===== src/rtl/arb_rr_out.sv =====
// Round-robin output-port arbiter with credit-based downstream flow control.
// Grant one cycle after request, one fixed idle bubble after packet end; transfers stall while credits are zero.
`ifndef HEADER
`define HEADER 3'b001
`endif
`ifndef PAYLOAD
`define PAYLOAD 3'b010
`endif
`ifndef TAIL
`define TAIL 3'b100
`endif

module arb_rr_out #(
  parameter int NREQ    = 5,
  parameter int CREDITS = 4
) (
  input  logic            clk,
  input  logic            rst,
  input  logic [NREQ-1:0] req,
  input  logic [2:0]      flit_id,
  input  logic            flit_vld,
  input  logic            credit_in,
  output logic [NREQ-1:0] grant,
  output logic [2:0]      sel,
  output logic            fwd,
  output logic [2:0]      credit_cnt
);

  typedef enum logic {IDLE, BUSY} state_t;

  state_t          state_q, state_d;
  logic [NREQ-1:0] grant_q, grant_d;
  logic [2:0]      sel_q, sel_d;
  logic [2:0]      ptr_q, ptr_d;
  logic [2:0]      credit_q, credit_d;

  logic            hi_found, lo_found, win_found;
  logic [2:0]      hi_idx, lo_idx, win_idx;
  logic            pkt_end;

  // Requesters above ptr take precedence over those at or below it (wrap-around search).
  always_comb begin
    hi_found = 1'b0;
    lo_found = 1'b0;
    hi_idx   = '0;
    lo_idx   = '0;
    for (int j = NREQ - 1; j >= 0; j--) begin
      if (req[j] && (3'(j) > ptr_q)) begin
        hi_found = 1'b1;
        hi_idx   = 3'(j);
      end
      if (req[j] && (3'(j) <= ptr_q)) begin
        lo_found = 1'b1;
        lo_idx   = 3'(j);
      end
    end
    win_found = hi_found | lo_found;
    win_idx   = hi_found ? hi_idx : lo_idx;
  end

  assign fwd = (state_q == BUSY) & flit_vld & (credit_q != '0) & ~rst;

  // A header moving while the owner has already dropped req is a single-flit packet.
  assign pkt_end = fwd & ((flit_id == `TAIL) |
                          ((flit_id == `HEADER) & ~|(req & grant_q)));

  always_comb begin
    state_d = state_q;
    grant_d = grant_q;
    sel_d   = sel_q;
    ptr_d   = ptr_q;
    if (state_q == IDLE) begin
      if (win_found) begin
        state_d = BUSY;
        grant_d = NREQ'(1) << win_idx;
        sel_d   = win_idx;
        ptr_d   = win_idx;
      end
    end else if (pkt_end) begin
      state_d = IDLE;
      grant_d = '0;
      sel_d   = '0;
    end
  end

  always_comb begin
    credit_d = credit_q;
    if (fwd && !credit_in) begin
      credit_d = credit_q - 3'd1;
    end else if (credit_in && !fwd && (credit_q != 3'(CREDITS))) begin
      credit_d = credit_q + 3'd1;
    end
  end

  always_ff @(posedge clk or posedge rst) begin
    if (rst) begin
      state_q  <= IDLE;
      grant_q  <= '0;
      sel_q    <= '0;
      ptr_q    <= 3'(NREQ - 1);
      credit_q <= 3'(CREDITS);
    end else begin
      state_q  <= state_d;
      grant_q  <= grant_d;
      sel_q    <= sel_d;
      ptr_q    <= ptr_d;
      credit_q <= credit_d;
    end
  end

  assign grant      = grant_q;
  assign sel        = sel_q;
  assign credit_cnt = credit_q;

endmodule


===== config.mk =====
export PLATFORM = sky130hd
export DESIGN_NAME = arb_rr_out
export DESIGN_NICKNAME = d
export VERILOG_FILES = /design/src/rtl/arb_rr_out.sv
export SDC_FILE = /design/constraint.sdc
export NUM_CORES = 1
export LEC_CHECK = 0
export ABC_AREA = 1
export BUFFER_PORTS_ARGS = -buffer_cell sky130_fd_sc_hd__buf_2
export CAP_MARGIN = 30
export CORE_ASPECT_RATIO = 1.4
export CORE_MARGIN = 3
export CORE_UTILIZATION = 34
export DETAILED_ROUTE_END_ITERATION = 8
export GPL_TIMING_DRIVEN = 0
export PLACE_DENSITY = 0.51
export SYNTH_ARGS = -nofsm -noshare
export SYNTH_HDL_FRONTEND = slang
export SYNTH_SLANG_ARGS = --single-unit

===== constraint.sdc =====
create_clock -name clk -period 5.6 [get_ports clk]
set_clock_uncertainty 0.15 [all_clocks]
set_input_delay 1.12 -clock clk [delete_from_list [all_inputs] [get_ports clk]]
set_output_delay 1.12 -clock clk [all_outputs]
set_load 0.01 [all_outputs]

---- Yosys cells after proc, flatten, opt, wreduce, memory -nomap -nowiden ----
Index checks and enable logic that the tools add are counted.
cells by class
  bitwise operators ....................... 10
  div/mod/pow operators ................... 0
  shifts and indexed selects .............. 1
  $add $sub $neg .......................... 2
  multipliers ............................. 0
  order comparisons ....................... 10
  equal/unequal tests ..................... 4
  reduce and logical (&&, ||, !) cells .... 22
  multiplexer cells ....................... 32
operator list
  operator                                                      count
  two-way mux 3 bit                                             16
  two-way mux 5 bit                                             3
  logical AND 1 bit                                             13
  two-way mux 1 bit                                             13
  greater-than comparator 1 x 3 -> 1 bit, first input constant  2
  greater-than comparator 2 x 3 -> 1 bit, first input constant  2
  <= comparator 1 x 3 -> 1 bit, first input constant            2
  <= comparator 2 x 3 -> 1 bit, first input constant            2
  AND 1 bit                                                     5
  AND 5 bit                                                     1
  OR reduction 5 bit                                            1
  left shift 1 x 3 -> 5 bit, first input constant               1
  AND reduction 2 bit                                           2
  nonzero test 2 bit                                            2
  adder 3 x 1 -> 3 bit, second input constant                   1
  equality test 3 x 1 -> 1 bit, second input constant           1
  equality test 3 bit, second input constant                    1
  greater-than comparator 3 bit, first input constant           1
  <= comparator 3 bit, first input constant                     1
  logical NOT 1 bit                                             3
  != test 3 bit, second input constant                          1
  nonzero test 3 bit                                            1
  subtractor 3 x 1 -> 3 bit, second input constant              1
  != test 2 x 1 -> 1 bit, second input constant                 1
  other kinds (2)                                               4
word-level totals
  bits in writable memories ............... 0
  bits in latches ......................... 0
  bits in read-only memories .............. 0
  bits in registers ....................... 15
  memories kept ........................... 0

---- Depth between registers and ports, before layout ----
Gate-level depths: netlist of run 1.
  word-level depth ........................ 11
  mapped depth ............................ 10

---- Worst setup path after synthesis of run 1 ----
Ideal clock, no wire load.
  path type ............................... input to output
  from .................................... in rst
  to ...................................... out fwd
  arrival time ............................ 1.807 ns
  stages .................................. 3
  path slack .............................. 2.523 ns
  data required time ...................... 4.330 ns
  path through ............................ inv_1 -> nand4_1 -> inv_1
between the ends
  cells in the longest elaborated chain, start to end .. 2
ends and longest elaborated chain
  what            line  source
  from (decl)     18    input logic rst,
  inverter 1 bit  61    assign fwd = (state_q == BUSY) & flit_vld & (credit_q != '0) & ~rst;
  AND 1 bit       61
  to (decl)       25    output logic fwd,
No other way between the ends.

---- Final worst setup path of run 1 ----
Same ends and word-level chain as after synthesis.

==> impl_metrics.env, run 1 <==
export IMPL_power_density_nw_per_um2=532
export IMPL_yosys_warnings=0
export IMPL_cp_data_arrival_time_ns=2.11
export IMPL_wirelength_um=2260
export IMPL_slew_headroom_pct=60.2
export IMPL_fin_util_pct=44.8
export IMPL_gp_congestion=0.796
export IMPL_cp_max_fo=16
export IMPL_rsz0062_at_grt="false"
export IMPL_grt_pass1_vias=877
export IMPL_grt_usage_pct=15.1
export IMPL_cap_violations=0
export IMPL_cp_cell_sequence="buf_2 -> inv_1 -> nand4_1 -> inv_1 -> buf_2"
export IMPL_cts_clk_slew_worst_paths_ns=0.09
export IMPL_yosysMostFrequentCell="nand2_1"
export IMPL_ant_nets=0
export IMPL_slowest_stage="inv_1"
export IMPL_worstMarginPinSlew_ns=0.597
export IMPL_num_rows=21
export IMPL_setup_tns_ns=0
export IMPL_cts_resized=0
export IMPL_drt_iter0_drc=25
export IMPL_die_w_um=50.3
export IMPL_async_flop_share_pct=100
export IMPL_cts_buffer_depth=2
export IMPL_gr_total_overflow=0
export IMPL_holdBufCountCts=0
export IMPL_synth_avg_cell_area_um2=7.24
export IMPL_cp_required_ns=4.33
export IMPL_start_util_pct=37.4
export IMPL_period_share_pct=60.4
export IMPL_diodes=0
export IMPL_io_pins=24
export IMPL_post_cts_setup_buffer_count=0
export IMPL_period_needed_ns=3.38
export IMPL_cts_sinks=15
export IMPL_final_cell_count_no_fill=190
export IMPL_total_power_uw=596
export IMPL_die_y_um=68.0
export IMPL_seq_area_frac_synth_pct=40.5
export IMPL_fmax_ghz=0.296
export IMPL_grt_pass1_wl_um=3880
export IMPL_ir_drop_uv=268
export IMPL_startpoint_type="input pin"
export IMPL_viasPerCell=4.89
export IMPL_path_class="input pin to primary output"
export IMPL_final_nets=170
export IMPL_syn2layout_area_growth_pct=19.8
export IMPL_synth_edf_count=0
export IMPL_vias=930
export IMPL_synth_fp_nets=142
export IMPL_p_leak_nw=0.638
export IMPL_synth_seq_cells=15
export IMPL_drive_gt1_share_pct=25.6
export IMPL_dr_pass1_iters=4
export IMPL_slowest_delay_ns=0.44
export IMPL_core_area_um2=2500
export IMPL_setup_violations=0
export IMPL_clock_latency_ns=0.28
export IMPL_antenna_found_initial=0
export IMPL_grt_start_max_net_pins=17
export IMPL_status="completed"
export IMPL_synth_largest_area_cell="dfrtp_1"
export IMPL_drc=0
export IMPL_yosysUniqueCellTypes=22
export IMPL_synthFlopType="dfrtp_1"
export IMPL_drv_slew=0
export IMPL_hpwl_um=1890
export IMPL_yosys_top_cells_area="dfrtp_1 35%, nand2_1 16%, nand3_1 11%, inv_1 6.4%, dfstp_2 5.6%"
export IMPL_port_buffers=23
export IMPL_hold_class="register to register"
export IMPL_endpoint_kind="primary output"
export IMPL_synth_common_cells="41 x nand2_1, 20 x nand3_1, 16 x inv_1"
export IMPL_drt_wirelength_per_cell_um=11.9
export IMPL_cts_root_buffer="clkbuf_4"
export IMPL_die_area_um2=3420
export IMPL_synth_area_um2=933
export IMPL_synth_top_area_share_pct=34.9
export IMPL_finalHoldViolCount=0
export IMPL_syn_inst=129
export IMPL_hold_worst_slack_ns=0.344
export IMPL_dp_cells=186
export IMPL_cts_max_level=1
export IMPL_numCtsBuffers=3
export IMPL_cts_tree="done"
==> per-layer routing <==
layer / global-route usage, % / wire, um / up-vias
li1: - / - / 469
met1: 17.1 / 943 / 431
met2: 27.1 / 1190 / 26
met3: 1.31 / 93 / 4
met4: 9.34 / 38 / 0
met5: 0 / 0 / -
==> layout by cell type, fill, tap and decap left out, drive strengths merged, types with 2 or more instances in the layout <==
cell,count
buf,23
nor2,10
clkbuf,3
o21ai,7
inv,18
dfstp,2
a21oi,7
dfrtp,13
nand3,22
nand4,3
nand2,43
==> power by group <==
group	total [mW]	switching (mW)	internal [mW]	leakage, nW
Sequential	0.201	0.0386	0.163	0.183
Combinational	0.335	0.216	0.119	0.436
Clock	0.0591	0.0327	0.0265	0.0177
==> final cells by class <==
class	instances	area, um2
clock buffers	3	22.5
clock inverters	1	5.00
fillers	268	1380
inverters	18	67.6
multi-input cells	96	488
flip-flops and latches	15	378
well taps	34	42.5
repair buffers	23	115
==> cells by family (layout without fill, tap and decap cells) <==
family	Yosys count	count (layout)	share of synthesized area, %
simple gates	79	79	39.3
compound gates	15	15	9.92
flops	15	15	40.5
buf+inv	18	45	7.24
xor+xnor	1	1	0.939
fa+ha+maj	1	1	2.14
==> state kept, by name (all words and copies together), names as in the netlist <==
name and cells:
credit_cnt 3, sel 3, grant 5, state_q 1
ptr_q 3
==> stage by stage <==
stage,instance area [um2],worst slack (ns)
2_1_floorplan,933,2.52
3_3_place_gp,1090,2.19
3_5_place_dp,1090,2.16
4_1_cts,1120,2.17
5_1_grt,1120,2.00
6_report,1120,2.22
==> path summary, 6_finish.rpt <==
check	to	start	slack (ns)	cells after the start
worst max-delay path	fwd	rst	2.22	5
worst min-delay path	credit_cnt[0]	credit_cnt[0]	0.34	1
worst max register to register	credit_cnt[2]	credit_cnt[2]	3.55	10
worst min register to register	credit_cnt[0]	credit_cnt[0]	0.34	1
max in group asynchronous	grant[0]	rst	4.17	2
min in group asynchronous	sel[1]	rst	0.74	2
==> critical path: cells and delay by family <==
| kind | cells | cell delay (ns) |
|---|---|---|
| buffers and inverters | 4 | 0.74 |
| AND/OR/NAND/NOR | 1 | 0.25 |
(Power assumes the default switching activity.)
==> run 2: changes to the inputs <==
Settings changed: PLACE_DENSITY 0.51 to 0.53.
Clock period 5.6 ns to 2.8 ns, I/O delays scaled along.
==> run 2 against run 1 <==
Against the previous run:
- register-to-register slack lost 2.8 ns
- clock power grew 100%
- highest routed layer unchanged
- non-clock buffer count is the same
- via count grew 0.54%
- wire length shrank 3.3%
- die area is the same
- combinational power grew 96%
- clock-buffer cell count grew 1
==> impl_metrics.env, run 2 (synthesis gave the netlist of run 1 again) <==
export IMPL_fin_ws_ns=0.542
export IMPL_period_needed_ns=2.26
export IMPL_drive_gt1_share_pct=25.0
export IMPL_cts_max_level=1
export IMPL_wirelength_um=2190
export IMPL_dp_cells=186
export IMPL_largest_register_ffs=5
export IMPL_fin_util_pct=44.8
export IMPL_viasPerCell=4.92
export IMPL_drc=0
export IMPL_cp_required_ns=2.09
export IMPL_hpwl_um=1860
export IMPL_gp_congestion=0.795
export IMPL_rr_endpoint="credit_cnt[2]"
export IMPL_cp_max_fo=16
export IMPL_numCtsBuffers=3
export IMPL_reg2regPathDepth=9
export IMPL_busiest_layer="met2"
export IMPL_start_util_pct=37.4
export IMPL_num_rows=21
export IMPL_core_area_um2=2500
export IMPL_finalHoldViolCount=0
export IMPL_total_power_mw=1.18
export IMPL_power_density_nw_per_um2=1060
export IMPL_path_class="input pin to primary output"
export IMPL_hold_class="input pin to asynchronous set/reset pin"
export IMPL_post_cts_setup_buffer_count=0
export IMPL_ir_drop_uv=437
export IMPL_die_y_um=68.0
export IMPL_cts_sinks=15
export IMPL_clock_latency_ns=0.27
export IMPL_ant_nets=0
export IMPL_cts_resized=0
export IMPL_status="completed"
export IMPL_final_nets=170
export IMPL_vias=935
export IMPL_p_leak_nw=0.635
export IMPL_cts_buffer_depth=2
export IMPL_endpoint_kind="primary output"
export IMPL_slew_headroom_pct=60.5
export IMPL_fin_area_um2=1120
export IMPL_dr_pass1_iters=6
export IMPL_fmax_ghz=0.443
export IMPL_holdBufCountCts=0
export IMPL_grt_use_met2_pct=27.5
export IMPL_drt_wirelength_per_cell_um=11.5
export IMPL_antenna_found_initial=0
export IMPL_period_share_pct=80.6
export IMPL_die_area_um2=3420
export IMPL_startpoint="rst"
export IMPL_port_buffers=23
export IMPL_grt_use_met1_pct=16.4
export IMPL_crit_end="fwd"
export IMPL_syn2layout_area_growth_pct=19.7
export IMPL_final_common_cell="nand2_1"
export IMPL_startpoint_type="input pin"
export IMPL_dpl_cell_area_um2=1090
export IMPL_cts_clk_slew_worst_paths_ns=0.09
export IMPL_cap_violations=0
export IMPL_final_cell_count_no_fill=190
export IMPL_drt_iter0_drc=23
export IMPL_grt_pass1_wl_um=3970
export IMPL_drv_slew=0
export IMPL_die_w_um=50.3
export IMPL_cp_data_arrival_time_ns=1.55
export IMPL_io_pins=24
export IMPL_gr_total_overflow=0
export IMPL_cts_root_buffer="clkbuf_4"
export IMPL_grt_start_max_net_pins=17
export IMPL_cts_tree="done"
export IMPL_regToRegSetupSlack_ns=0.80
export IMPL_worstMarginPinSlew_ns=0.592
export IMPL_timing_rr_start="credit_cnt[2]"
export IMPL_setup_tns_ns=0
export IMPL_setup_violations=0
export IMPL_dpl_worst_slack_ns=0.184
export IMPL_final_cell_mix="41 x nand2_1, 23 x buf_2, 20 x nand3_1"
export IMPL_hold_worst_slack_ns=0.184
export IMPL_grt_pass1_vias=945
export IMPL_diodes=0
export IMPL_rsz0062_at_grt="false"
export IMPL_grt_usage_pct=15.1
export IMPL_use_met3_pct=1.53
[run 2: metal layers]
| layer | wire length, um | vias to the layer above |
|---|---|---|
| li1 | - | 476 |
| met1 | 916 | 425 |
| met2 | 1100 | 26 |
| met3 | 84 | 8 |
| met4 | 84 | 0 |
| met5 | 0 | - |
[run 2: critical path, stage by stage]
cell	delay, ns
buf_2	0.09
inv_1	0.43
nand4_1	0.25
inv_1	0.08
buf_2	0.13
[run 2: worst min path at each step]
stage	endpoint	slack [ns]
after floorplan	credit_cnt[0]	0.32
after global placement	credit_cnt[0]	0.33
after detailed placement	sel[1]	0.34
after CTS	ptr_q[0]	0.21
after global routing	credit_cnt[0]	0.22
final	ptr_q[0]	0.18
[run 2: report_power, final]
group	switching (mW)	internal, mW	leakage (nW)	total [mW]
logic	0.420	0.237	0.436	0.658
registers	0.0783	0.325	0.183	0.403
clock network	0.0662	0.0551	0.0150	0.121
total	0.565	0.618	0.635	1.18
[run 2: cell type report]
| cell class | count | area, um2 |
|---|---|---|
| Tap cell | 34 | 42.5 |
| Sequential cell | 15 | 378 |
| Fill cell | 272 | 1380 |
| Multi-Input combinational cell | 96 | 488 |
| Timing Repair Buffer | 23 | 115 |
| Clock buffer | 4 | 26.3 |
| Inverter | 18 | 67.6 |
==> run 3: changes to the inputs <==
Settings changed: ABC_AREA 1 to 0, PLACE_DENSITY 0.53 to 0.51.
Clock period 2.8 ns to 2.1 ns, I/O delays scaled along.
==> run 3 against run 2 <==
Against the previous run:
- clock-buffer cell count unchanged
- via count down 3.7%
- non-clock buffer count up 5
- critical path type is now register to register
- critical endpoint is now credit_cnt[1]
- highest routed layer unchanged
==> impl_metrics.env, run 3 <==
export IMPL_status="completed"
export IMPL_die_y_um=69.6
export IMPL_gr_total_overflow=0
export IMPL_port_buffers=22
export IMPL_path_class="register to register"
export IMPL_cp_required_ns=2.13
export IMPL_regArea_um2=378
export IMPL_final_nets=149
export IMPL_cts_clk_slew_worst_paths_ns=0.09
export IMPL_drv_slew=0
export IMPL_syn2layout_area_growth_pct=20.2
export IMPL_synthFlopType="dfrtp_1"
export IMPL_startpoint_type="register"
export IMPL_synth_largest_area_cell="dfrtp_1"
export IMPL_cp_cell_sequence="nor3_2 -> nor3_4 -> or2b_1 -> fa_2 -> a211oi_1 -> a21o_2"
export IMPL_synth_edf_count=0
export IMPL_drt_iter0_drc=17
export IMPL_cp_max_fo=2
export IMPL_numCtsBuffers=3
export IMPL_period_needed_ns=2.06
export IMPL_io_pins=24
export IMPL_num_rows=22
export IMPL_antenna_found_initial=0
export IMPL_hpwl_um=1910
export IMPL_die_w_um=51.4
export IMPL_slowest_stage="dfstp_2"
export IMPL_cts_root_buffer="clkbuf_4"
export IMPL_synth_area_um2=981
export IMPL_p_leak_nw=0.560
export IMPL_fin_ws_ns=0.0368
export IMPL_setup_violations=0
export IMPL_ir_drop_uv=570
export IMPL_yosys_top_cells_area="dfrtp_1 33%, dfstp_2 5.4%, o21ai_0 4.6%, a21oi_1 4.1%, a21o_2 3.6%"
export IMPL_synth_seq_cells=15
export IMPL_ant_nets=0
export IMPL_hold_class="input pin to asynchronous set/reset pin"
export IMPL_start_util_pct=36.4
export IMPL_final_cell_mix="24 x buf_2, 13 x dfrtp_1, 8 x nor2_1, 8 x a21oi_1, 7 x nand2_1"
export IMPL_grt_pass1_vias=906
export IMPL_fillers=318
export IMPL_endpoint_kind="register"
export IMPL_drc=0
export IMPL_dpl_worst_slack_ns=-0.270
export IMPL_rr_endpoint="credit_cnt[1]"
export IMPL_p_seq_share_pct=36.7
export IMPL_viasPerCell=5.26
export IMPL_vias=900
export IMPL_rsz0062_at_grt="true"
export IMPL_setup_tns_ns=0
export IMPL_synth_fp_nets=121
export IMPL_die_area_um2=3570
export IMPL_multi_input_area_um2=561
export IMPL_largest_register_ffs=5
export IMPL_cts_buffer_depth=2
export IMPL_synth_avg_cell_area_um2=9.08
export IMPL_wirelength_um=2460
export IMPL_cts_tree="done"
export IMPL_cts_max_level=1
export IMPL_holdBufCountCts=0
export IMPL_timing_rr_start="credit_cnt[2]"
export IMPL_slew_headroom_pct=61.5
export IMPL_slowest_delay_ns=0.55
export IMPL_worstMarginPinSlew_ns=0.577
export IMPL_gp_congestion=0.772
export IMPL_clkPwrFrac_pct=11.7
export IMPL_drive_gt1_share_pct=34.8
export IMPL_yosysMostFrequentCell="dfrtp_1"
export IMPL_period_share_pct=98.2
export IMPL_grt_usage_pct=14.8
export IMPL_synth_top_area_share_pct=33.2
export IMPL_final_common_cell="buf_2"
export IMPL_grt_pass1_wl_um=4110
export IMPL_p_sw_uw=615
export IMPL_regToRegSetupSlack_ns=0.04
export IMPL_async_flop_share_pct=100
export IMPL_cap_violations=0
export IMPL_grt_start_max_net_pins=16
export IMPL_finalHoldViolCount=0
export IMPL_synth_common_cells="13 x dfrtp_1, 9 x o21ai_0, 8 x a21oi_1, 8 x nor2_1, 7 x nand2_1"
export IMPL_yosysUniqueCellTypes=45
export IMPL_clock_latency_ns=0.29
export IMPL_power_density_nw_per_um2=1220
export IMPL_cp_data_arrival_time_ns=2.10
export IMPL_drt_wirelength_per_cell_um=14.4
export IMPL_core_area_um2=2700
export IMPL_internal_power_uw=828
export IMPL_seq_area_frac_synth_pct=38.5
export IMPL_fmax_ghz=0.485
export IMPL_cts_sinks=15
export IMPL_diodes=0
export IMPL_switching_share_pct=42.6
export IMPL_syn_inst=108
export IMPL_yosys_warnings=0
export IMPL_power_share_combinational_pct=51.6
export IMPL_dr_pass1_iters=4
export IMPL_reg2regPathDepth=6
[run 3: how the worst max path moves through the flow]
stage | start | endpoint | slack (ns) | cells past startpoint
CTS | credit_cnt[2] | credit_cnt[2] | -0.03 | 8
detailed placement | credit_cnt[2] | credit_cnt[2] | -0.27 | 8
global placement | credit_cnt[2] | credit_cnt[2] | -0.24 | 8
finish | credit_cnt[2] | credit_cnt[1] | 0.04 | 6
global route | credit_cnt[2] | credit_cnt[1] | -0.05 | 6
floorplan | credit_cnt[2] | credit_cnt[1] | -0.18 | 6
[run 3: routing by layer]
| metal | global-route usage (%) | vias up | part of all wire (%) |
|---|---|---|---|
| met2 | 24.9 | 19 | 51 |
| met3 | 2.15 | 5 | 4.0 |
| met5 | 0 | - | 0 |
| met1 | 18.5 | 431 | 43 |
| met4 | 6.12 | 0 | 1.9 |
| li1 | - | 445 | - |
[run 3: layout make-up]
cell class | instances | share of cell area, %
Buffer | 4 | 1.80
Clock buffer | 4 | 2.23
Inverter | 6 | 1.91
Multi-Input combinational cell | 82 | 47.6
Sequential cell | 15 | 32.1
Tap cell | 36 | 3.82
Timing Repair Buffer | 24 | 10.6
[run 3: power by group through the flow]
stage          Combinational, mW  Clock [mW]  Sequential, mW
3_3_place_gp               0.722           0           0.519
3_5_place_dp               0.736           0           0.520
4_1_cts                    0.740       0.177           0.530
6_report                   0.744       0.169           0.530
2_1_floorplan              0.474           0           0.549
5_1_grt                    0.839       0.187           0.553
[run 3: worst max-delay path, delay by kind of cell, from the launching register on]
kind | cells | cell delay (ns)
compound gates | 2 | 0.27
simple gates | 3 | 0.45
flops | 1 | 0.55
fa+ha+maj | 1 | 0.54
[run 3: logic make-up after synthesis]
family,after synthesis,share of synthesized area [%]
compound gates,40,28.6
simple gates,38,23.2
flops,15,38.5
buf+inv,11,4.85
xor+xnor,2,1.79
mux,1,1.02
fa+ha+maj,1,2.04
[run 3: timing repair]
action	4_1_cts	5_1_grt
setup endpoints to repair	10	6
pin swaps	1	2
resized for setup	1	4
buffers inserted	2	0
[run 3: stage by stage]
step / std cells / util (%) / power [mW] / hold slack (ns) / area, um2
after detailed placement: 166 / 42.1 / 1.26 / 0.321 / 1140
final: 171 / 43.7 / 1.44 / 0.0543 / 1180
after global placement: 166 / 42.1 / 1.24 / 0.314 / 1140
after global routing: 171 / 43.7 / 1.58 / 0.108 / 1180
after floorplan: 108 / - / 1.02 / 0.170 / 981
after CTS: 171 / 43.5 / 1.45 / 0.0700 / 1170
